===== src/rtl/c4_pkg.sv =====
// Shared definitions for the connect-four move pipeline: cell codes,
// move outcome codes, line-window count and the drop sequencer states.
package c4_pkg;

    localparam logic [1:0] EMPTY = 2'b00;
    localparam logic [1:0] P1    = 2'b01;
    localparam logic [1:0] P2    = 2'b10;

    localparam logic [1:0] STATUS_PLACED   = 2'b00;
    localparam logic [1:0] STATUS_WIN      = 2'b01;
    localparam logic [1:0] STATUS_DRAW     = 2'b10;
    localparam logic [1:0] STATUS_REJECTED = 2'b11;

    // down, row_1..4, right_up_1..4, left_down_1..4
    localparam int NUM_WINDOWS = 13;

    typedef enum logic [1:0] {
        IDLE,
        SCAN,
        CHECK,
        DONE
    } state_t;

    // Hands the turn to the other player.
    function automatic logic [1:0] other_player(input logic [1:0] player);
        return (player == P1) ? P2 : P1;
    endfunction

endpackage


===== src/rtl/line_window_mask.sv =====
// Validity mask for the 13 four-cell windows through cell (row, col).
// A window is valid only if every one of its cells lies on the board;
// the checker wraps its indices, so invalid windows must be ignored.
// Bit order: [0] down, [4:1] row_4..row_1, [8:5] right_up_4..right_up_1,
// [12:9] left_down_4..left_down_1.
module line_window_mask
    import c4_pkg::*;
#(
    parameter int ROWS     = 8,
    parameter int COLS     = 8,
    parameter int ROW_BITS = 3,
    parameter int COL_BITS = 3
) (
    input  logic [ROW_BITS-1:0]    row,
    input  logic [COL_BITS-1:0]    col,
    output logic [NUM_WINDOWS-1:0] mask
);

    // Window k places the piece at a different offset along the line, so
    // the bounds shift with k; left_down runs up-left to down-right.
    always_comb begin
        int r;
        int c;
        r = int'(row);
        c = int'(col);
        mask = '0;
        mask[0] = (r >= 3);
        for (int k = 1; k <= 4; k++) begin
            mask[k]     = (c >= 4 - k) && (c <= COLS - k);
            mask[4 + k] = (r >= 4 - k) && (c >= 4 - k) &&
                          (r <= ROWS - k) && (c <= COLS - k);
            mask[8 + k] = (r >= k - 1) && (r <= ROWS + k - 5) &&
                          (c >= 4 - k) && (c <= COLS - k);
        end
    end

endmodule


===== src/rtl/drop_controller.sv =====
// Connect-four move sequencer: owns the board, scans a column for the
// lowest empty row, places the current player's piece, then judges the
// move from the external direction checker's masked line results.
module drop_controller
    import c4_pkg::*;
#(
    parameter int ROWS     = 8,
    parameter int COLS     = 8,
    parameter int ROW_BITS = 3,
    parameter int COL_BITS = 3
) (
    input  logic                     clk,
    input  logic                     rst_n,
    input  logic                     new_game,
    input  logic                     drop_valid,
    input  logic [COL_BITS-1:0]      drop_col,
    output logic                     drop_ready,
    output logic [ROWS*COLS*2-1:0]   board_vec,
    output logic [ROW_BITS-1:0]      current_row,
    output logic [COL_BITS-1:0]      current_col,
    output logic [1:0]               current_player,
    input  logic                     result_down,
    input  logic                     result_row_1,
    input  logic                     result_row_2,
    input  logic                     result_row_3,
    input  logic                     result_row_4,
    input  logic                     result_diag_right_up_1,
    input  logic                     result_diag_right_up_2,
    input  logic                     result_diag_right_up_3,
    input  logic                     result_diag_right_up_4,
    input  logic                     result_diag_left_down_1,
    input  logic                     result_diag_left_down_2,
    input  logic                     result_diag_left_down_3,
    input  logic                     result_diag_left_down_4,
    output logic                     move_done,
    output logic [1:0]               move_status,
    output logic                     game_over,
    output logic [1:0]               winner
);

    localparam int MOVE_BITS = $clog2(ROWS * COLS + 1);
    localparam int IDX_BITS  = $clog2(ROWS * COLS * 2);

    state_t                  state;
    logic [ROW_BITS-1:0]     scan_row;
    logic [COL_BITS-1:0]     scan_col;
    logic [MOVE_BITS-1:0]    move_count;
    logic [IDX_BITS-1:0]     scan_idx;
    logic [NUM_WINDOWS-1:0]  line_results;
    logic [NUM_WINDOWS-1:0]  window_mask;
    logic                    is_win;

    assign scan_idx = IDX_BITS'((int'(scan_row) * COLS + int'(scan_col)) * 2);

    assign line_results = {result_diag_left_down_4, result_diag_left_down_3,
                           result_diag_left_down_2, result_diag_left_down_1,
                           result_diag_right_up_4,  result_diag_right_up_3,
                           result_diag_right_up_2,  result_diag_right_up_1,
                           result_row_4, result_row_3, result_row_2, result_row_1,
                           result_down};

    line_window_mask #(
        .ROWS     (ROWS),
        .COLS     (COLS),
        .ROW_BITS (ROW_BITS),
        .COL_BITS (COL_BITS)
    ) u_mask (
        .row  (current_row),
        .col  (current_col),
        .mask (window_mask)
    );

    assign is_win     = |(line_results & window_mask);
    assign drop_ready = (state == IDLE) && !game_over;

    // Move sequencer: board, turn bookkeeping and registered outcome.
    always_ff @(posedge clk or negedge rst_n) begin
        if (!rst_n) begin
            state          <= IDLE;
            board_vec      <= '0;
            scan_row       <= '0;
            scan_col       <= '0;
            current_row    <= '0;
            current_col    <= '0;
            current_player <= P1;
            move_count     <= '0;
            move_done      <= 1'b0;
            move_status    <= STATUS_PLACED;
            game_over      <= 1'b0;
            winner         <= EMPTY;
        end else if (new_game) begin
            state          <= IDLE;
            board_vec      <= '0;
            scan_row       <= '0;
            scan_col       <= '0;
            current_row    <= '0;
            current_col    <= '0;
            current_player <= P1;
            move_count     <= '0;
            move_done      <= 1'b0;
            move_status    <= STATUS_PLACED;
            game_over      <= 1'b0;
            winner         <= EMPTY;
        end else begin
            move_done <= 1'b0;
            case (state)
                IDLE: begin
                    if (drop_valid && !game_over) begin
                        if (int'(drop_col) >= COLS) begin
                            move_status <= STATUS_REJECTED;
                            move_done   <= 1'b1;
                            state       <= DONE;
                        end else begin
                            scan_col <= drop_col;
                            scan_row <= '0;
                            state    <= SCAN;
                        end
                    end
                end
                SCAN: begin
                    if (board_vec[scan_idx +: 2] == EMPTY) begin
                        board_vec[scan_idx +: 2] <= current_player;
                        current_row <= scan_row;
                        current_col <= scan_col;
                        move_count  <= move_count + 1'b1;
                        state       <= CHECK;
                    end else if (scan_row == ROW_BITS'(ROWS - 1)) begin
                        move_status <= STATUS_REJECTED;
                        move_done   <= 1'b1;
                        state       <= DONE;
                    end else begin
                        scan_row <= scan_row + 1'b1;
                    end
                end
                CHECK: begin
                    if (is_win) begin
                        move_status <= STATUS_WIN;
                        winner      <= current_player;
                        game_over   <= 1'b1;
                    end else if (move_count == MOVE_BITS'(ROWS * COLS)) begin
                        move_status <= STATUS_DRAW;
                        winner      <= EMPTY;
                        game_over   <= 1'b1;
                    end else begin
                        move_status    <= STATUS_PLACED;
                        current_player <= other_player(current_player);
                    end
                    move_done <= 1'b1;
                    state     <= DONE;
                end
                DONE: begin
                    state <= IDLE;
                end
                default: begin
                    state <= IDLE;
                end
            endcase
        end
    end

endmodule


===== config.mk =====
export PLATFORM = sky130hd
export DESIGN_NAME = drop_controller
export DESIGN_NICKNAME = d
export VERILOG_FILES = /design/src/rtl/c4_pkg.sv /design/src/rtl/line_window_mask.sv /design/src/rtl/drop_controller.sv
export SDC_FILE = /design/constraint.sdc
export NUM_CORES = 1
export LEC_CHECK = 0
export BUFFER_PORTS_ARGS = -buffer_cell sky130_fd_sc_hd__buf_2
export CAP_MARGIN = 20
export CELL_PAD_IN_SITES_DETAIL_PLACEMENT = 0
export CELL_PAD_IN_SITES_GLOBAL_PLACEMENT = 1
export CORE_MARGIN = 3
export CORE_UTILIZATION = 43
export CTS_CLUSTER_DIAMETER = 120
export DETAILED_ROUTE_END_ITERATION = 8
export GPL_TIMING_DRIVEN = 0
export PLACE_DENSITY = 0.82
export SETUP_SLACK_MARGIN = 0.1
export SLEW_MARGIN = 20
export SYNTH_ARGS = -nofsm -noshare
export SYNTH_HDL_FRONTEND = slang
export SYNTH_HIERARCHICAL = 1
export SYNTH_SLANG_ARGS = --single-unit

===== constraint.sdc =====
create_clock -name clk -period 3.5 [get_ports clk]
set_clock_uncertainty 0.1 [all_clocks]
set_input_delay 0.875 -clock clk [delete_from_list [all_inputs] [get_ports clk]]
set_output_delay 0.875 -clock clk [all_outputs]
set_load 0.05 [all_outputs]

## Word level (Yosys, flattened, before mapping)

Cells that the tools add are included.

| word-level totals | value |
|---|---|
| register bits after elaboration | 157 |
| bits of input ports | 20 |
| output and inout bits | 143 |
| logic and storage cells | 132 |

| operators by class | value |
|---|---|
| add/sub/neg operators | 4 |
| $lt $le $gt $ge | 12 |
| equal/unequal tests | 13 |
| shift operators | 3 |
| muxes and demuxes | 48 |
| bitwise operators | 1 |
| reductions and logical operators | 39 |

Operator list:

| cell | count |
|---|---|
| 128-bit 2-to-1 mux | 3 |
| 128-bit bitwise mux | 1 |
| 2-bit by 9-bit variable shift with 128-bit output (first input constant) | 1 |
| 128-bit by 8-bit indexed part select with 2-bit output | 1 |
| 2-bit by 9-bit indexed part select with 128-bit output | 1 |
| 3-bit 2-to-1 mux | 13 |
| 2-bit 2-to-1 mux | 17 |
| 7-bit 2-to-1 mux | 3 |
| 1-bit logical AND | 20 |
| 3-bit less-or-equal comparator (second input constant) | 6 |
| 13-bit AND | 1 |
| 13-bit OR reduction | 1 |
| 3-bit by 2-bit >= comparator with 1-bit output (second input constant) | 4 |
| 2-bit nonzero test | 5 |
| 3-bit inequality test (second input constant) | 3 |
| 7-bit negation with 9-bit output | 1 |
| 3-bit nonzero test | 3 |
| 2-bit case mux with 4 select lines | 1 |
| 2-bit AND reduction | 4 |
| 7-bit by 1-bit adder with 7-bit output (second input constant) | 1 |
| 7-bit == test (second input constant) | 1 |
| 1-bit 2-to-1 mux | 7 |
| 6-bit by 3-bit adder with 6-bit output | 1 |
| 3-bit by 1-bit >= comparator with 1-bit output (second input constant) | 2 |
| other kinds (14) | 19 |

## Longest topological paths before layout

| logic depth | value |
|---|---|
| depth after elaboration | 9 |
| depth in mapped cells | 12 |
| depth with buffers taken out | 9 |

## Modules after synthesis

The synthesis kept the hierarchy.

Modules (own cells, without submodules):

| module | times used | cells each | area each (um^2) | seq. area each (um^2) |
|---|---|---|---|---|
| drop_controller | 1 | 897 | 8713.4 | 3930.0 |
| line_window_mask | 1 | 24 | 146.4 | 0.0 |

## Worst setup path before layout

OpenSTA, ideal clock, no wires.

| path | value |
|---|---|
| kind | flip-flop to flip-flop |
| start point | reg board_vec[24] |
| end point | reg board_vec[118] |
| library setup time | 0.125 ns |
| arrival | 2.644 ns |
| data required time | 3.275 ns |
| setup slack | 0.631 ns |
| cell stages (with the launch flop) | 10 |
| path buffers | 1 |
| period minus slack after synthesis | 2.869 ns |
| cells stage by stage | dfrtp_1 -> nor2_1 -> mux4_2 -> or3b_1 -> a211o_1 -> nor2_4 -> nor2_8 -> buf_6 -> nand3_1 -> mux2_2 |

| between the ends | value |
|---|---|
| cells in the longest elaborated chain, start to end | 4 |

RTL lines:

| item | line | source |
|---|---|---|
| start: declaration | drop_controller.sv:18 | `output logic [ROWS*COLS*2-1:0] board_vec,` |
| start signal: indexed assignment | drop_controller.sv:122 | `board_vec[scan_idx +: 2] <= current_player;` |
| 128-bit by 8-bit indexed part select with 2-bit output | drop_controller.sv:121 | `if (board_vec[scan_idx +: 2] == EMPTY) begin` |
| 2-bit logical NOT | drop_controller.sv:121 |  |
| 2-bit nonzero test (no line) | n/a |  |
| 2-bit AND reduction (no line) | n/a |  |

Every way passes these cells.
A chain may end at the register's enable or synchronous reset.

## Worst setup path after layout

| path | value |
|---|---|
| start point | reg scan_col[1] |
| end point | reg board_vec[42] |

| between the ends | value |
|---|---|
| cells in the longest elaborated chain, start to end | 7 |
| elaborated cells on any way between the ends | 12 |
| classes of those cells | 2 x add/sub; 3 x shift; 4 x mux; 3 x reduce/logical |

RTL lines:

| item | line | source |
|---|---|---|
| start: declaration | drop_controller.sv:46 | `logic [COL_BITS-1:0] scan_col;` |
| start signal: assignment | drop_controller.sv:114 | `scan_col <= drop_col;` |
| 6-bit by 3-bit adder with 6-bit output * | drop_controller.sv:53 | `assign scan_idx = IDX_BITS'((int'(scan_row) * COLS + int'(scan_col)) * 2);` |
| 7-bit negation with 9-bit output | drop_controller.sv:122 |  |
| 2-bit by 9-bit indexed part select with 128-bit output / 2-bit by 9-bit variable shift with 128-bit output (equally long branches) | drop_controller.sv:122 |  |
| 128-bit bitwise mux | drop_controller.sv:122 |  |
| 128-bit 2-to-1 mux | drop_controller.sv:121 |  |
| 128-bit 2-to-1 mux | drop_controller.sv:106 | `case (state)` |
| 128-bit 2-to-1 mux | drop_controller.sv:91 | `end else if (new_game) begin` |

Every way passes the cells marked *; elsewhere a longest branch is shown, timed or not. The select of a mux whose other input is x is not followed.

==> results.ini <==
[critical_path]
cp_cell_sequence = buf_6 -> buf_6 -> buf_4 -> a211oi_1 -> a211oi_1 -> or4_1 -> nor2_4 -> nor2_8 -> buf_12 -> buf_4 -> nand3_1 -> mux2_2
cp.required_ns = 3.72
cpPeakStageDelay_ns = 0.57
endpoint_kind = register
criticalPathCategory = register to register
critPathLaunchType = register
r2r_start = scan_col[1]
crit_family = simple AND/OR/NAND/NOR gates
crit_buf_inv = 5
arrival_ns = 3.65
cp_slowest_cell = or4_1
critPathLaunch = scan_col[1]
crit_fanout = 10

[global_route]
grt_pass1_vias = 8222
top_usage_layer = met2
use_met1_pct = 39.5
antenna_found_initial = 0
grt_pass1_wl_um = 49300
use_met3_pct = 6.78
overflow = 0
grt_start_max_net_pins = 86
gr-usage-met2_pct = 46.2
grt_use_total_pct = 29.3

[sta]
fin_crit_ns = 3.43
worst_slew_pin_slew_ns = 0.836
tns_ns = 0
finalCritPeriodShare_pct = 98.0
maxSlewHeadroom_pct = 44.2
whs_ns = 0.297
setup_viol = 0
max_freq_mhz = 292
hold_viol = 0
grt_setup_unrepaired = true
drv_slew = 0

[yosys]
async_reset_ff_share_pct = 100
synthTopCellsByArea = dfrtp_1 (44%), mux2i_1 (7.7%), nand2_1 (4.6%), nor2_1 (3.7%), nand3_1 (2.9%)
ys_seq_area_share_pct = 44.4
synthDistinctLibCells = 78
syn_nets = 953
yosysWarnings = 6
ys_ff_latch = 157
synth_area_per_cell_um2 = 9.62
syn-cell-area_mm2 = 0.00886
synth-main-ff-cell = dfrtp_1
synthCells = 921
synth_enable_flop_cells = 0
synth_area_leader_cell = dfrtp_1
synth_most_common_cell = dfrtp_1
ys_top_cells_by_count = dfrtp_1 (156), nand2_1 (109), nor2_1 (88)
netlist.area_leader.share_pct = 44.1

[die]
rows = 51
die_area_mm2 = 0.0224
io_pins = 163
core_mm2 = 0.0198
die-height_um = 150
start_util_pct = 44.6
die_x_um = 150

[route]
ant_nets = 0
drc = 0
wl_um = 33000
drt_iter0_markers = 835
drtPass1Iterations = 6
wl_per_cell_um = 23.9
via_count = 8450
viasPerCell = 6.11

[power_and_ir_drop]
power.internal_uw = 3660
powerDensity_mw_per_mm2 = 572
seq_power_share_pct = 31.3
power_frac_comb_pct = 37.9
switching_share_pct = 40.7
clockPowerShare_pct = 30.8
power_switching_uw = 2520
p_leak_uw = 0.00531
total_power_uw = 6180
ir_drop_mv = 0.421

[finish]
layout-drive-gt1-share_pct = 27.1
design_area_mm2 = 0.0108
fin_util_pct = 54.4
areaGrowthSynthToFinish_pct = 21.9
final_net_count = 1138
insertedDiodeCount = 0

[min_path]
holdCritPathClass = input pin to async pin

[placement]
place_area_mm2 = 0.0101
io_buffers = 161
gp_congestion = 1.00
post-dp-hpwl_um = 24400

[run]
maxCapViolations = 0

[clocking]
cts_root_buf = clkbuf_16
ctsLongestPathBuffers = 2
cts_tree = built
path_clk_slew_ns = 0.06
cts_inserted_buffers = 17
clock_sinks = 157
clock_latency_ns = 0.44
htreeDepth = 4

[outcome]
status = completed

==> cells in the final DEF, fill, tap and decap left out, types with 7 or more instances in the layout <==
master and instances:
a211oi_1 13, a31oi_1 7, a21oi_1 24, nor2_1 87, nor3_2 8, buf_2 174
nand3_1 51, o2bb2ai_1 10, inv_1 19, mux2_2 22, nor4_1 8, nand2_1 109
dfrtp_1 156, nor3_1 39, nor2b_1 35, nand4_1 17, o311ai_0 12, ha_1 11
clkbuf_1 25, clkbuf_16 17, a22oi_1 8, clkbuf_2 7, o31ai_1 14, buf_6 8
o22ai_1 8, mux2i_1 68, mux2_1 12, or3_1 12
==> worst paths after layout <==
kind | slack, ns | to | depth (start not counted)
min in group clk | 0.42 | board_vec[7] | 1
hold / removal | 0.30 | move_count[3] | 1
setup reg to reg | 0.07 | board_vec[42] | 12
max in group asynchronous | 2.17 | board_vec[67] | 2
hold reg to reg | 0.42 | board_vec[7] | 1
setup / recovery | 0.07 | board_vec[42] | 12
==> metrics by stage <==
step	setup WS, ns	std cells
after detailed placement	-0.294	1349
final	0.0702	1383
after global placement	-1.00	1347
after floorplan	0.631	921
after CTS	0.0754	1380
after global routing	0.0886	1383
==> cell type report <==
class | instances | area [um2]
fill | 1853 | 9050
inverter | 21 | 81.3
buffer | 58 | 325
sequential | 157 | 3930
clock inverter | 9 | 110
multi-input combinational | 685 | 4650
tap | 265 | 332
clock buffer | 22 | 484
timing repair buffer | 166 | 883
==> power by group through the flow <==
stage	Sequential [uW]	Clock [uW]	Combinational [uW]
after floorplan	2040	0	1350
after global placement	1970	0	2110
after detailed placement	1970	0	2130
after CTS	1930	1920	2160
after global routing	1940	1990	2460
final	1940	1900	2340
==> cell families after synthesis <==
kind of cell	Yosys count	share of synthesized area (%)
simple gates	415	23.8
compound gates	149	12.9
flops	157	44.4
mux	103	12.3
fa+ha+maj	12	1.69
xor+xnor	6	0.593
buf+inv	79	4.43
==> state kept, by name, indices dropped and copies added (netlist names), 3 cells and up <==
register / count
board_vec: 128
current_col: 3
current_row: 3
move_count: 7
scan_col: 3
scan_row: 3
==> routing by layer <==
layer / up-vias / part of all wire [%] / routed length [um]
met5: - / 0 / 0
met4: 0 / 3.7 / 1210
met3: 86 / 9.2 / 3030
met2: 441 / 46 / 15100
met1: 4184 / 41 / 13600
li1: 3739 / - / -
==> what timing repair did <==
action,4_1_cts,5_1_grt
setup buffers,0,3
resized for setup,7,27
pin swaps,0,2
setup endpoints to repair,66,136
hold buffers,0,0
No activity file was read; power rests on OpenSTA's default activity.
